$ cat src/rtl/prog_rom_loader_if.sv
// Write port, core-facing read port and status of the program ROM loader.
// Optional checksum signal exists only when PROG_ROM_CHECKSUM_EN is defined.
interface prog_rom_loader_if #(
  parameter int AW = 4,
  parameter int DW = 8
);
  logic          wr_valid;
  logic [DW-1:0] wr_data;
  logic          wr_last;
  logic          wr_ready;
  logic          start;
  logic          stop;
  logic [AW-1:0] address;
  logic [DW-1:0] instr;
  logic          cpu_n_reset;
  logic [AW:0]   prog_len;
  logic          busy;
`ifdef PROG_ROM_CHECKSUM_EN
  logic [DW-1:0] checksum;
`endif

  modport master (
    output wr_valid, wr_data, wr_last, start, stop, address,
`ifdef PROG_ROM_CHECKSUM_EN
    input  checksum,
`endif
    input  wr_ready, instr, cpu_n_reset, prog_len, busy
  );

  modport slave (
    input  wr_valid, wr_data, wr_last, start, stop, address,
`ifdef PROG_ROM_CHECKSUM_EN
    output checksum,
`endif
    output wr_ready, instr, cpu_n_reset, prog_len, busy
  );
endinterface

$ cat src/rtl/prog_rom_loader.sv
// Writable 2**AW x DW program memory feeding the CPU core, and owner of the core's reset.
// Define PROG_ROM_CHECKSUM_EN to add a running modulo-2**DW checksum of the loaded bytes.
module prog_rom_loader #(
  parameter int AW = 4,
  parameter int DW = 8
) (
  input  logic             clk,
  input  logic             reset,
  prog_rom_loader_if.slave bus
);

  localparam int DEPTH = 1 << AW;

  typedef enum logic [1:0] {
    S_CLEAR,
    S_IDLE,
    S_LOAD,
    S_RUN
  } state_e;

  state_e        state_q, state_d;
  logic [AW-1:0] wr_ptr_q, wr_ptr_d;
  logic [AW-1:0] clr_ptr_q, clr_ptr_d;
  logic [AW:0]   prog_len_q, prog_len_d;
  logic          full_hold_q, full_hold_d;
`ifdef PROG_ROM_CHECKSUM_EN
  logic [DW-1:0] checksum_q, checksum_d;
`endif

  logic [DW-1:0] mem_q [DEPTH];
  logic          mem_we;
  logic [AW-1:0] mem_waddr;
  logic [DW-1:0] mem_wdata;

  logic wr_ready;
  logic xfer;

  // A full-depth load blocks the port for one cycle so a held-valid source cannot
  // spill a 17th byte into a fresh load.
  assign wr_ready = ((state_q == S_IDLE) && !full_hold_q) || (state_q == S_LOAD);
  assign xfer     = bus.wr_valid && wr_ready;

  always_comb begin
    // NOTE: every comb output gets a default first so no path leaves a latch behind.
    state_d     = state_q;
    wr_ptr_d    = wr_ptr_q;
    clr_ptr_d   = clr_ptr_q;
    prog_len_d  = prog_len_q;
    full_hold_d = 1'b0;
    mem_we      = 1'b0;
    mem_waddr   = wr_ptr_q;
    mem_wdata   = bus.wr_data;
`ifdef PROG_ROM_CHECKSUM_EN
    checksum_d  = checksum_q;
`endif

    unique case (state_q)
      S_CLEAR: begin
        mem_we    = 1'b1;
        mem_waddr = clr_ptr_q;
        mem_wdata = '0;
        clr_ptr_d = clr_ptr_q + AW'(1);
        if (clr_ptr_q == AW'(DEPTH - 1)) state_d = S_IDLE;
      end

      S_IDLE: begin
        if (xfer) begin
          mem_we    = 1'b1;
          mem_waddr = '0;
`ifdef PROG_ROM_CHECKSUM_EN
          checksum_d = bus.wr_data;
`endif
          if (bus.wr_last) begin
            prog_len_d = (AW + 1)'(1);
            wr_ptr_d   = '0;
          end else begin
            wr_ptr_d = AW'(1);
            state_d  = S_LOAD;
          end
        end else if (bus.start) begin
          state_d = S_RUN;
        end
      end

      S_LOAD: begin
        if (xfer) begin
          mem_we = 1'b1;
`ifdef PROG_ROM_CHECKSUM_EN
          checksum_d = checksum_q + bus.wr_data;
`endif
          if (bus.wr_last || (wr_ptr_q == AW'(DEPTH - 1))) begin
            prog_len_d  = {1'b0, wr_ptr_q} + (AW + 1)'(1);
            wr_ptr_d    = '0;
            state_d     = S_IDLE;
            full_hold_d = (wr_ptr_q == AW'(DEPTH - 1));
          end else begin
            wr_ptr_d = wr_ptr_q + AW'(1);
          end
        end
      end

      S_RUN: begin
        if (bus.stop) state_d = S_IDLE;
      end

      default: state_d = S_CLEAR;
    endcase
  end

  // NOTE: sequential state uses non-blocking assignments so every register samples pre-edge values.
  always_ff @(posedge clk) begin
    if (reset) begin
      state_q     <= S_CLEAR;
      wr_ptr_q    <= '0;
      clr_ptr_q   <= '0;
      prog_len_q  <= '0;
      full_hold_q <= 1'b0;
`ifdef PROG_ROM_CHECKSUM_EN
      checksum_q  <= '0;
`endif
    end else begin
      state_q     <= state_d;
      wr_ptr_q    <= wr_ptr_d;
      clr_ptr_q   <= clr_ptr_d;
      prog_len_q  <= prog_len_d;
      full_hold_q <= full_hold_d;
`ifdef PROG_ROM_CHECKSUM_EN
      checksum_q  <= checksum_d;
`endif
    end
  end

  // NOTE: the memory array has no reset; the CLEAR sweep zeroes it after every reset instead.
  always_ff @(posedge clk) begin
    if (mem_we) mem_q[mem_waddr] <= mem_wdata;
  end

  // Asynchronous read: the core's PC-to-ALU path cannot absorb a registered read.
  assign bus.instr       = mem_q[bus.address];
  assign bus.wr_ready    = wr_ready;
  assign bus.cpu_n_reset = (state_q == S_RUN);
  assign bus.busy        = (state_q == S_CLEAR) || (state_q == S_LOAD);
  assign bus.prog_len    = prog_len_q;
`ifdef PROG_ROM_CHECKSUM_EN
  assign bus.checksum    = checksum_q;
`endif

endmodule

$ cat src/flat_wrapper.sv
// flat-port wrapper written by rule: the top's interface ports become plain ports
module prog_rom_loader_flat 
#(
  parameter int AW = 4,
  parameter int DW = 8
)
  (clk, reset, bus_wr_valid, bus_wr_data, bus_wr_last, bus_start, bus_stop, bus_address, bus_wr_ready, bus_instr, bus_cpu_n_reset, bus_prog_len, bus_busy);
  prog_rom_loader_if #(.AW(AW), .DW(DW)) bus_i ();
  input  logic clk;
  input  logic reset;
  input wire logic [$bits(bus_i.wr_valid)-1:0] bus_wr_valid;
  input wire logic [$bits(bus_i.wr_data)-1:0] bus_wr_data;
  input wire logic [$bits(bus_i.wr_last)-1:0] bus_wr_last;
  input wire logic [$bits(bus_i.start)-1:0] bus_start;
  input wire logic [$bits(bus_i.stop)-1:0] bus_stop;
  input wire logic [$bits(bus_i.address)-1:0] bus_address;
  output wire logic [$bits(bus_i.wr_ready)-1:0] bus_wr_ready;
  output wire logic [$bits(bus_i.instr)-1:0] bus_instr;
  output wire logic [$bits(bus_i.cpu_n_reset)-1:0] bus_cpu_n_reset;
  output wire logic [$bits(bus_i.prog_len)-1:0] bus_prog_len;
  output wire logic [$bits(bus_i.busy)-1:0] bus_busy;
  assign bus_i.wr_valid = bus_wr_valid;
  assign bus_i.wr_data = bus_wr_data;
  assign bus_i.wr_last = bus_wr_last;
  assign bus_i.start = bus_start;
  assign bus_i.stop = bus_stop;
  assign bus_i.address = bus_address;
  assign bus_wr_ready = bus_i.wr_ready;
  assign bus_instr = bus_i.instr;
  assign bus_cpu_n_reset = bus_i.cpu_n_reset;
  assign bus_prog_len = bus_i.prog_len;
  assign bus_busy = bus_i.busy;
  prog_rom_loader #(.AW(AW), .DW(DW)) u_core (.clk(clk), .reset(reset), .bus(bus_i));
endmodule
$ cat config.mk
export PLATFORM = sky130hd
export DESIGN_NAME = prog_rom_loader_flat
export DESIGN_NICKNAME = d
export VERILOG_FILES = /design/src/rtl/prog_rom_loader_if.sv /design/src/rtl/prog_rom_loader.sv /design/src/flat_wrapper.sv
export SDC_FILE = /design/constraint.sdc
export NUM_CORES = 1
export LEC_CHECK = 0
export BUFFER_PORTS_ARGS = -buffer_cell sky130_fd_sc_hd__clkbuf_2
export CAP_MARGIN = 20
export CORE_MARGIN = 2
export CORE_UTILIZATION = 60
export CTS_CLUSTER_DIAMETER = 80
export CTS_CLUSTER_SIZE = 28
export DETAILED_ROUTE_END_ITERATION = 10
export PLACE_DENSITY = 0.76
export SYNTH_ARGS = -nofsm -noshare
export SYNTH_HDL_FRONTEND = slang
export SYNTH_SLANG_ARGS = --single-unit
$ cat constraint.sdc
create_clock -name clk -period 3.5 [get_ports clk]
set_clock_uncertainty 0.05 [all_clocks]
set_input_delay 0.175 -clock clk [delete_from_list [all_inputs] [get_ports clk]]
set_output_delay 0.175 -clock clk [all_outputs]
set_load 0.005 [all_outputs]
==> run_results.csv, run 1 <==
group,metric,value,unit
setup_path,critPathMaxFanout,16,
min_path,worstHoldPathCells,2,
power,power_density,683,nW/um^2
clocking,cts_tree,"done",
power,vdd_drop_max,440,uV
yosys,synthFlopType,"edfxtp_1",
yosys,syn_nets,362,
setup_path,arrival,3160,ps
power,finalPower,4.83,mW
min_path,hp-start,"reset",
clocking,cts_buffers,17,
floorplan,chipHeight,105,microns
yosys,syn-cell-area,6080,sq um
yosys,synth-async-reset-ratio,0,
yosys,synth_cells,338,
routing,drt_iter0_markers,340,
yosys,synth_top_area_frac,0.632,
yosys,synth_edf_count,128,
yosys,avgSynthCellArea,18.0,sq um
clocking,clock_path_buffers,2,
timing,worstMarginPinSlew,826,ps
yosys,synthDistinctLibCells,41,
global_routing,track_usage,0.236,
routing,final_antenna_net_count,0,
routing,wl,12100,microns
power,total_leakage_power,2.52,nW
floorplan,io_pins,34,
yosys,ys_top_cells_by_area,"edfxtp_1, mux4_1, mux4_2",
setup_path,path_cells,"inv_1 > ha_1 > nand2b_1 > a31oi_1 > a22o_1 > nand3_1 > nor2_1",
routing,avgRoutedWirePerCell,22.5,microns
place,dp_hpwl,7370,microns
timing,max_freq,326,MHz
setup_path,start_kind,"flop",
floorplan,row_count,36,
setup_path,critical-path-slowest-cell,"nor2_1",
timing,fin_crit,3070,ps
global_routing,grt_pass1_wl,18600,microns
setup_path,end_kind,"flop",
layout,num-fill-cells,613,
timing,setup_viol,0,
layout,layout_common_cells,"edfxtp_1, clkbuf_2, nor2_1",
yosys,ys_seq_elements,144,
floorplan,dieWidth,105,microns
min_path,min_to,"u_core.bus.prog_len[1]",
yosys,ys_seq_area_frac,0.685,
clocking,cts.repair.resized,0,
routing,viasPerCell,6.19,
timing,slew_viol_final,0,
yosys,yosysTopAreaCell,"edfxtp_1",
yosys,yosysWarnings,0,
clocking,path_clk_slew,60,ps
clocking,htreeDepth,4,
layout,final_common_cell,"edfxtp_1",
setup_path,r2r_slack,430,ps
setup_path,r2r_end,"u_core.mem_q[6][1]",
layout,area_growth,16.3,%
timing,relSlewSlack,0.447,
status,status,"finished clean",
setup_path,critical_path_class,"flop to flop",
floorplan,core,9820,sq um
global_routing,overflow,0,
global_routing,grt_max_degree,33,
setup_path,reg2regPathDepth,7,
run,cap_violations,0,
layout,nNetsFinal,417,
clocking,clk_latency,520,ps
timing,timing.final.crit_share,0.877,
timing,hold_viol,0,
timing,rsz0062_at_grt,"false",
routing,vias,3328,
floorplan,start_util,0.619,
setup_path,crit_required,3590,ps
layout,antenna_cells,0,
global_routing,antenna_found_initial,0,
layout,drive_gt1_frac,0.240,
place,gp_congestion,0.867,
clocking,cts_root_buf,"clkbuf_8",
min_path,hold_class,"primary input to flop",
setup_path,reg2reg_from,"u_core.state_q[0]",
clocking,cts_sinks,144,
timing,finalSetupTns,0,ps
floorplan,die-area,11000,sq um
setup_path,max_stage_delay,640,ps
place,portBuffers,33,
routing,dr.pass1.iters,5,
routing,drc,0,
global_routing,grt_pass1_vias,3215,
## report_power, final
group	leakage, nW	internal (mW)	switching (mW)	total (mW)
Sequential	1.33	2.15	0.0725	2.23
Combinational	0.908	0.294	0.474	0.769
Clock	0.283	1.15	0.678	1.83
Total	2.52	3.60	1.23	4.83
## synthesized netlist by cell type, drive strengths merged (3+ instances only)
library cell / count
ha: 6
mux4: 40
nand2b: 5
buf: 11
nand2: 10
o21ai: 8
inv: 8
mux2i: 4
edfxtp: 128
nor2: 28
o21a: 3
clkbuf: 7
a22oi: 4
a21oi: 8
a31oi: 3
dfxtp: 16
nand3: 11
xor2: 4
nor2b: 12
## through the flow
stage	util	instances	setup WS [ps]	area (sq um)	hold slack [ps]
floorplan	-	338	1100	6080	263
global placement	0.652	500	693	6400	407
detailed placement	0.652	500	520	6400	412
CTS	0.716	534	454	7040	4.57
global route	0.720	538	209	7070	15.6
finish	0.720	538	431	7070	19.1
## metal layers
layer	vias to the layer above	track usage	share of wire
met3	20	0.0667	0.079
met1	1655	0.312	0.39
met5	-	0	0
met4	0	0.0562	0.014
met2	173	0.395	0.52
li1	1480	-	-
## how the worst max path moves through the flow
stage | startpoint | end | slack (ps) | depth (start not counted)
floorplan | u_core.state_q[0] | u_core.mem_q[5][0] | 1100 | 7
global placement | u_core.state_q[0] | u_core.mem_q[6][7] | 690 | 7
detailed placement | u_core.state_q[0] | u_core.mem_q[6][6] | 520 | 7
CTS | u_core.state_q[0] | u_core.mem_q[11][7] | 450 | 7
global route | u_core.state_q[0] | u_core.mem_q[12][7] | 210 | 7
finish | u_core.state_q[0] | u_core.mem_q[6][1] | 430 | 7
## sequential cells by signal, indices dropped and copies added (netlist names)
| name | flops |
|---|---|
| u_core.bus.prog_len | 5 |
| u_core.clr_ptr_q | 4 |
| u_core.full_hold_q | 1 |
| u_core.mem_q | 128 |
| u_core.state_q | 2 |
| u_core.wr_ptr_q | 4 |
## logic make-up (layout without fill, tap and decap cells)
family,Yosys count,after routing,share of synthesized area
buf+inv,26,93,0.0243
xor+xnor,5,5,0.00720
simple gates,78,78,0.0634
fa+ha+maj,6,6,0.0124
flops,144,144,0.685
compound gates,35,35,0.0381
mux,44,44,0.170
## what timing repair did
item / 4_1_cts / 5_1_grt
endpoints found under the hold margin: 2 / 2
hold buffers: 3 / 2
setup buffers: 0 / 0
endpoints found under the setup margin: 0 / 0
## area by class of cell
cell class	count	area, sq um	area share
clock inverter	13	190	0.0269
multi-input combinational	168	1770	0.250
inverter	8	30.0	0.00425
timing repair buffer	54	335	0.0474
clock buffer	18	418	0.0591
sequential	144	4160	0.589
tap	133	166	0.0235
## critical path: cells and delay by family (launching register included)
family	cells	cell delay (ps)
DFF	1	360
adders and majority gates	1	370
and+or+nand+nor	3	1080
buffers and inverters	1	80
AOI/OAI and AO/OA	2	740
Power figures use the tool's default switching activity.
==> inputs of run 2 (changes only) <==
- PLACE_DENSITY: 0.76 -> 0.79
==> run 2 against run 1 <==
Effect of this change:
- worst hold slack worse by 1.4 ps
- critical endpoint is now u_core.mem_q[14][7]
- sequential power about the same
- clock-buffer cell count down 1
- clock power down 7%
- global-route usage up 0.16 points
- register-to-register slack about the same
- maximum frequency down 0.20%
- non-clock buffer count down 1
- total power down 2.2%
==> run_results.csv, run 2 (synthesis results as in run 1) <==
group,metric,value,unit
timing,hold_viol,0,
place,dp_hpwl,7660,microns
floorplan,row_count,36,
global_routing,grt_pass1_wl,18900,microns
setup_path,max_stage_delay,640,ps
power,vdd_drop_max,390,uV
floorplan,core,9820,sq um
floorplan,dieWidth,105,microns
min_path,hold_class,"primary input to flop",
power,power_density,672,nW/um^2
floorplan,start_util,0.619,
routing,avgRoutedWirePerCell,22.5,microns
timing,rsz0062_at_grt,"false",
timing,finalSetupTns,0,ps
routing,vias,3319,
global_routing,overflow,0,
timing,timing.final.crit_share,0.879,
floorplan,io_pins,34,
routing,viasPerCell,6.17,
power,finalPower,4.72,mW
layout,top_register,"u_core.mem_q",
clocking,postCtsSetupBuffers,0,
global_routing,grt_max_degree,33,
routing,drc,0,
routing,wl,12100,microns
clocking,cts.repair.resized,0,
layout,drive_gt1_frac,0.247,
setup_path,critical-path-slowest-cell,"nor2_1",
timing,max_freq,325,MHz
setup_path,start_kind,"flop",
global_routing,antenna_found_initial,0,
layout,area_growth,15.6,%
clocking,clock_path_buffers,2,
setup_path,end_kind,"flop",
floorplan,chipHeight,105,microns
clocking,cts_tree,"done",
setup_path,crit_required,3600,ps
layout,nNetsFinal,416,
global_routing,track_usage,0.238,
status,status,"finished clean",
routing,dr.pass1.iters,5,
place,place_ws,515,ps
place,portBuffers,33,
setup_path,path_cells,"inv_1 > ha_1 > nand2b_1 > a31oi_1 > a22o_1 > nand3_1 > nor2_1",
routing,final_antenna_net_count,0,
routing,drt_iter0_markers,261,
setup_path,critPathTopFamily,"simple AND/OR/NAND/NOR gates",
timing,worstMarginPinSlew,819,ps
layout,antenna_cells,0,
layout,final_area,7020,sq um
timing,fin_crit,3070,ps
clocking,cts_buffers,17,
clocking,ctsHoldBuffers,2,
clocking,cts_root_buf,"clkbuf_8",
layout,final_common_cell,"edfxtp_1",
timing,setup_viol,0,
setup_path,critPathMaxFanout,16,
timing,hold_ws,17.6,ps
clocking,htreeDepth,4,
timing,slew_viol_final,0,
layout,layout_common_cells,"edfxtp_1, clkbuf_2, nor2_1",
timing,relSlewSlack,0.454,
layout,largest_reg_flops,128,
global_routing,grt_pass1_vias,3233,
power,total_leakage_power,2.51,nW
run,cap_violations,0,
setup_path,critical_path_class,"flop to flop",
clocking,cts_sinks,144,
clocking,clk_latency,520,ps
setup_path,path_buf_inv,1,
timing,final_critical_path_setup_slack,425,ps
clocking,path_clk_slew,60,ps
floorplan,die-area,11000,sq um
place,gp_congestion,0.792,
setup_path,arrival,3170,ps
place,placed_area,6440,sq um
run 2: changes by cell type in the layout (fill, tap and decap cells not counted), sizes merged:
cell | before | now
clkbuf | 51 | 50
bufinv | 4 | 1
inv | 8 | 16
buf | 16 | 18
clkinvlp | 4 | 1
dlygate4sd3 | 5 | 2
run 2: path summary, 6_finish.rpt:
kind / from / end / slack (ps) / depth (start not counted)
max reg2reg: u_core.state_q[0] / u_core.mem_q[14][7] / 430 / 7
max: u_core.state_q[0] / u_core.mem_q[14][7] / 430 / 7
min: bus_wr_last / u_core.wr_ptr_q[0] / 20 / 4
min reg2reg: u_core.bus.prog_len[3] / u_core.bus.prog_len[3] / 420 / 2
run 2: worst register-to-register path, cell delays in order, from the launching register on:
cell and delay [ps]:
dfxtp_1 390, inv_1 90, ha_1 370, nand2b_1 270
a31oi_1 510, a22o_1 250, nand3_1 130, nor2_1 640
run 2: final cells by class:
| class | instances | area [sq um] |
|---|---|---|
| repair buffers | 53 | 333 |
| multi-input cells | 168 | 1770 |
| well taps | 133 | 166 |
| fillers | 615 | 2800 |
| flip-flops and latches | 144 | 4160 |
| clock inverters | 15 | 150 |
| inverters | 8 | 30.0 |
| clock buffers | 17 | 414 |
run 2: power by group:
group	switching (mW)	internal (mW)	leakage [nW]
registers	0.0706	2.15	1.33
logic	0.497	0.309	0.908
clock network	0.731	0.964	0.275
total	1.30	3.42	2.51
run 2: per-layer routing:
layer	global-route usage	part of all wire
met1	0.332	0.42
met3	0.0593	0.061
met2	0.373	0.50
met4	0.0810	0.014
met5	0	0
run 2: through the flow:
step / cells / utilization
after floorplan: 338 / -
after global placement: 504 / 0.656
after detailed placement: 504 / 0.656
after CTS: 538 / 0.715
after global routing: 538 / 0.715
final: 538 / 0.715
==> inputs of run 3 (changes only) <==
- CORE_UTILIZATION: 60 -> 55
- PLACE_DENSITY: 0.79 -> 0.76
- clock period: 3.5 -> 2.6 ns (I/O delays scaled with it)
==> run 3 against run 2 <==
Effect of this change:
- sequential cell count unchanged
- design area increased by 3.1%
- critical path depth increased by 1
- via count increased by 1.7%
- worst hold slack improved by 23 ps
- die area increased by 8.7%
- maximum frequency increased by 31%
- utilization decreased by 4.5 points
- wire length increased by 1.7%
- clock power increased by 39%
- total power increased by 37%
- worst setup slack got worse by 180 ps
- critical path type unchanged
- largest cell class unchanged
- largest power group unchanged
==> run_results.csv, run 3 (synthesis results as in run 1) <==
group,metric,value,unit
status,status,"finished clean",
global_routing,grt_max_degree,24,
routing,avgRoutedWirePerCell,21.8,microns
timing,hold_viol,0,
timing,slew_viol_final,0,
global_routing,track_usage,0.225,
min_path,hold_class,"primary input to flop",
routing,vias,3375,
layout,multi_input_area,1780,sq um
routing,wl,12300,microns
clocking,postCtsSetupBuffers,0,
setup_path,r2r_end,"u_core.mem_q[2][6]",
timing,rsz0062_at_grt,"false",
floorplan,core,10800,sq um
setup_path,critical-path-slowest-cell,"ha_1",
layout,largest_reg_flops,128,
setup_path,arrival,2530,ps
layout,nNetsFinal,436,
setup_path,reg2regPathDepth,8,
routing,drt_iter0_markers,313,
routing,dr.pass1.iters,5,
timing,worstMarginPinSlew,800,ps
setup_path,reg2reg_from,"u_core.state_q[1]",
layout,antenna_cells,0,
layout,area_growth,19.1,%
setup_path,max_stage_delay,350,ps
routing,final_antenna_net_count,0,
clocking,cts_tree,"done",
setup_path,end_kind,"flop",
timing,hold_ws,40.3,ps
routing,viasPerCell,5.97,
floorplan,die-area,11900,sq um
clocking,path_clk_slew,60,ps
routing,drc,0,
floorplan,row_count,38,
setup_path,critical_path_class,"flop to flop",
timing,max_freq,425,MHz
global_routing,grt_pass1_vias,3269,
timing,finalSetupTns,0,ps
timing,relSlewSlack,0.464,
place,portBuffers,33,
min_path,min_to,"u_core.state_q[1]",
floorplan,chipHeight,109,microns
global_routing,antenna_found_initial,0,
layout,regArea,4160,sq um
min_path,worstHoldPathCells,5,
timing,setup_viol,0,
place,place_inst,518,
floorplan,dieWidth,109,microns
layout,drive_gt1_frac,0.266,
layout,top_register,"u_core.mem_q",
run,cap_violations,0,
clocking,clk_latency,520,ps
floorplan,io_pins,34,
min_path,hp-start,"bus_stop",
setup_path,r2r_slack,250,ps
global_routing,overflow,0,
clocking,cts_root_buf,"clkbuf_8",
timing,timing.final.crit_share,0.905,
power,power_density,893,nW/um^2
power,vdd_drop_max,432,uV
layout,finish.utilization,0.671,
global_routing,grt_pass1_wl,18600,microns
clocking,cts_sinks,144,
setup_path,crit_required,2780,ps
layout,num-fill-cells,691,
setup_path,path_cells,"inv_1 > ha_1 > nor2b_1 > o211ai_1 > a21oi_1 > nand3_1 > nor2_1 > buf_4",
power,total_leakage_power,2.62,nW
timing,fin_crit,2350,ps
place,dp_hpwl,7840,microns
floorplan,start_util,0.563,
place,gp_congestion,0.893,
clocking,cts_buffers,17,
setup_path,critPathMaxFanout,10,
layout,final_common_cell,"edfxtp_1",
layout,final_cells,565,
power,finalPower,6.47,mW
clocking,htreeDepth,4,
setup_path,start_kind,"flop",
clocking,clock_path_buffers,2,
layout,layout_common_cells,"edfxtp_1, clkbuf_2, buf_4",
## run 3: cell types whose count changed in the layout (fill, tap and decap cells not counted), moves of 2 or more
cell	previous run	this run
buf_4	17	29
dlygate4sd3_1	2	9
inv_6	8	2
bufinv_16	1	3
clkinv_2	1	3
## run 3: layer usage
metal | up-vias | global-route usage | share of wire
met4 | 0 | 0.0971 | 0.020
met2 | 142 | 0.372 | 0.52
met1 | 1688 | 0.287 | 0.40
met5 | - | 0 | 0
li1 | 1520 | - | -
met3 | 25 | 0.0520 | 0.065
## run 3: what timing repair did
item	in CTS	in global routing
resized for setup	0	1
endpoints found under the setup margin	0	104
hold buffers	4	5
endpoints found under the hold margin	15	9
## run 3: critical path, delay by kind of cell, from the launching register on
family / cells / cell delay (ps)
compound gates: 2 / 430
fa+ha+maj: 1 / 350
buf+inv: 2 / 290
flops: 1 / 340
simple gates: 3 / 590
## run 3: final cells by class
class                   instances  share of cell area
clock inverters                14              0.0226
multi-input cells             168               0.245
repair buffers                 73              0.0709
inverters                       8             0.00415
clock buffers                  18              0.0577
flip-flops and latches        144               0.575
well taps                     140              0.0242
## run 3: power breakdown
group          switching [mW]  leakage (nW)  internal (mW)
combinational           0.666          1.01          0.448
clock                   0.912         0.284           1.46
sequential             0.0851          1.33           2.90
total                    1.66          2.62           4.80
## run 3: how the worst max path moves through the flow
stage / from / endpoint / slack (ps) / depth (start not counted)
floorplan: u_core.state_q[0] / u_core.mem_q[5][0] / 200 / 7
global placement: u_core.state_q[1] / u_core.mem_q[1][1] / 320 / 8
detailed placement: u_core.state_q[1] / u_core.mem_q[0][0] / 210 / 4
CTS: u_core.state_q[0] / u_core.mem_q[1][2] / 180 / 8
global route: u_core.state_q[1] / u_core.mem_q[11][6] / 50 / 8
finish: u_core.state_q[1] / u_core.mem_q[2][6] / 250 / 8
## run 3: per-stage QoR
step | area (sq um) | setup WS, ps
global placement | 6510 | 320
floorplan | 6080 | 201
CTS | 7140 | 179
global route | 7240 | 50.6
finish | 7240 | 248
detailed placement | 6510 | 208
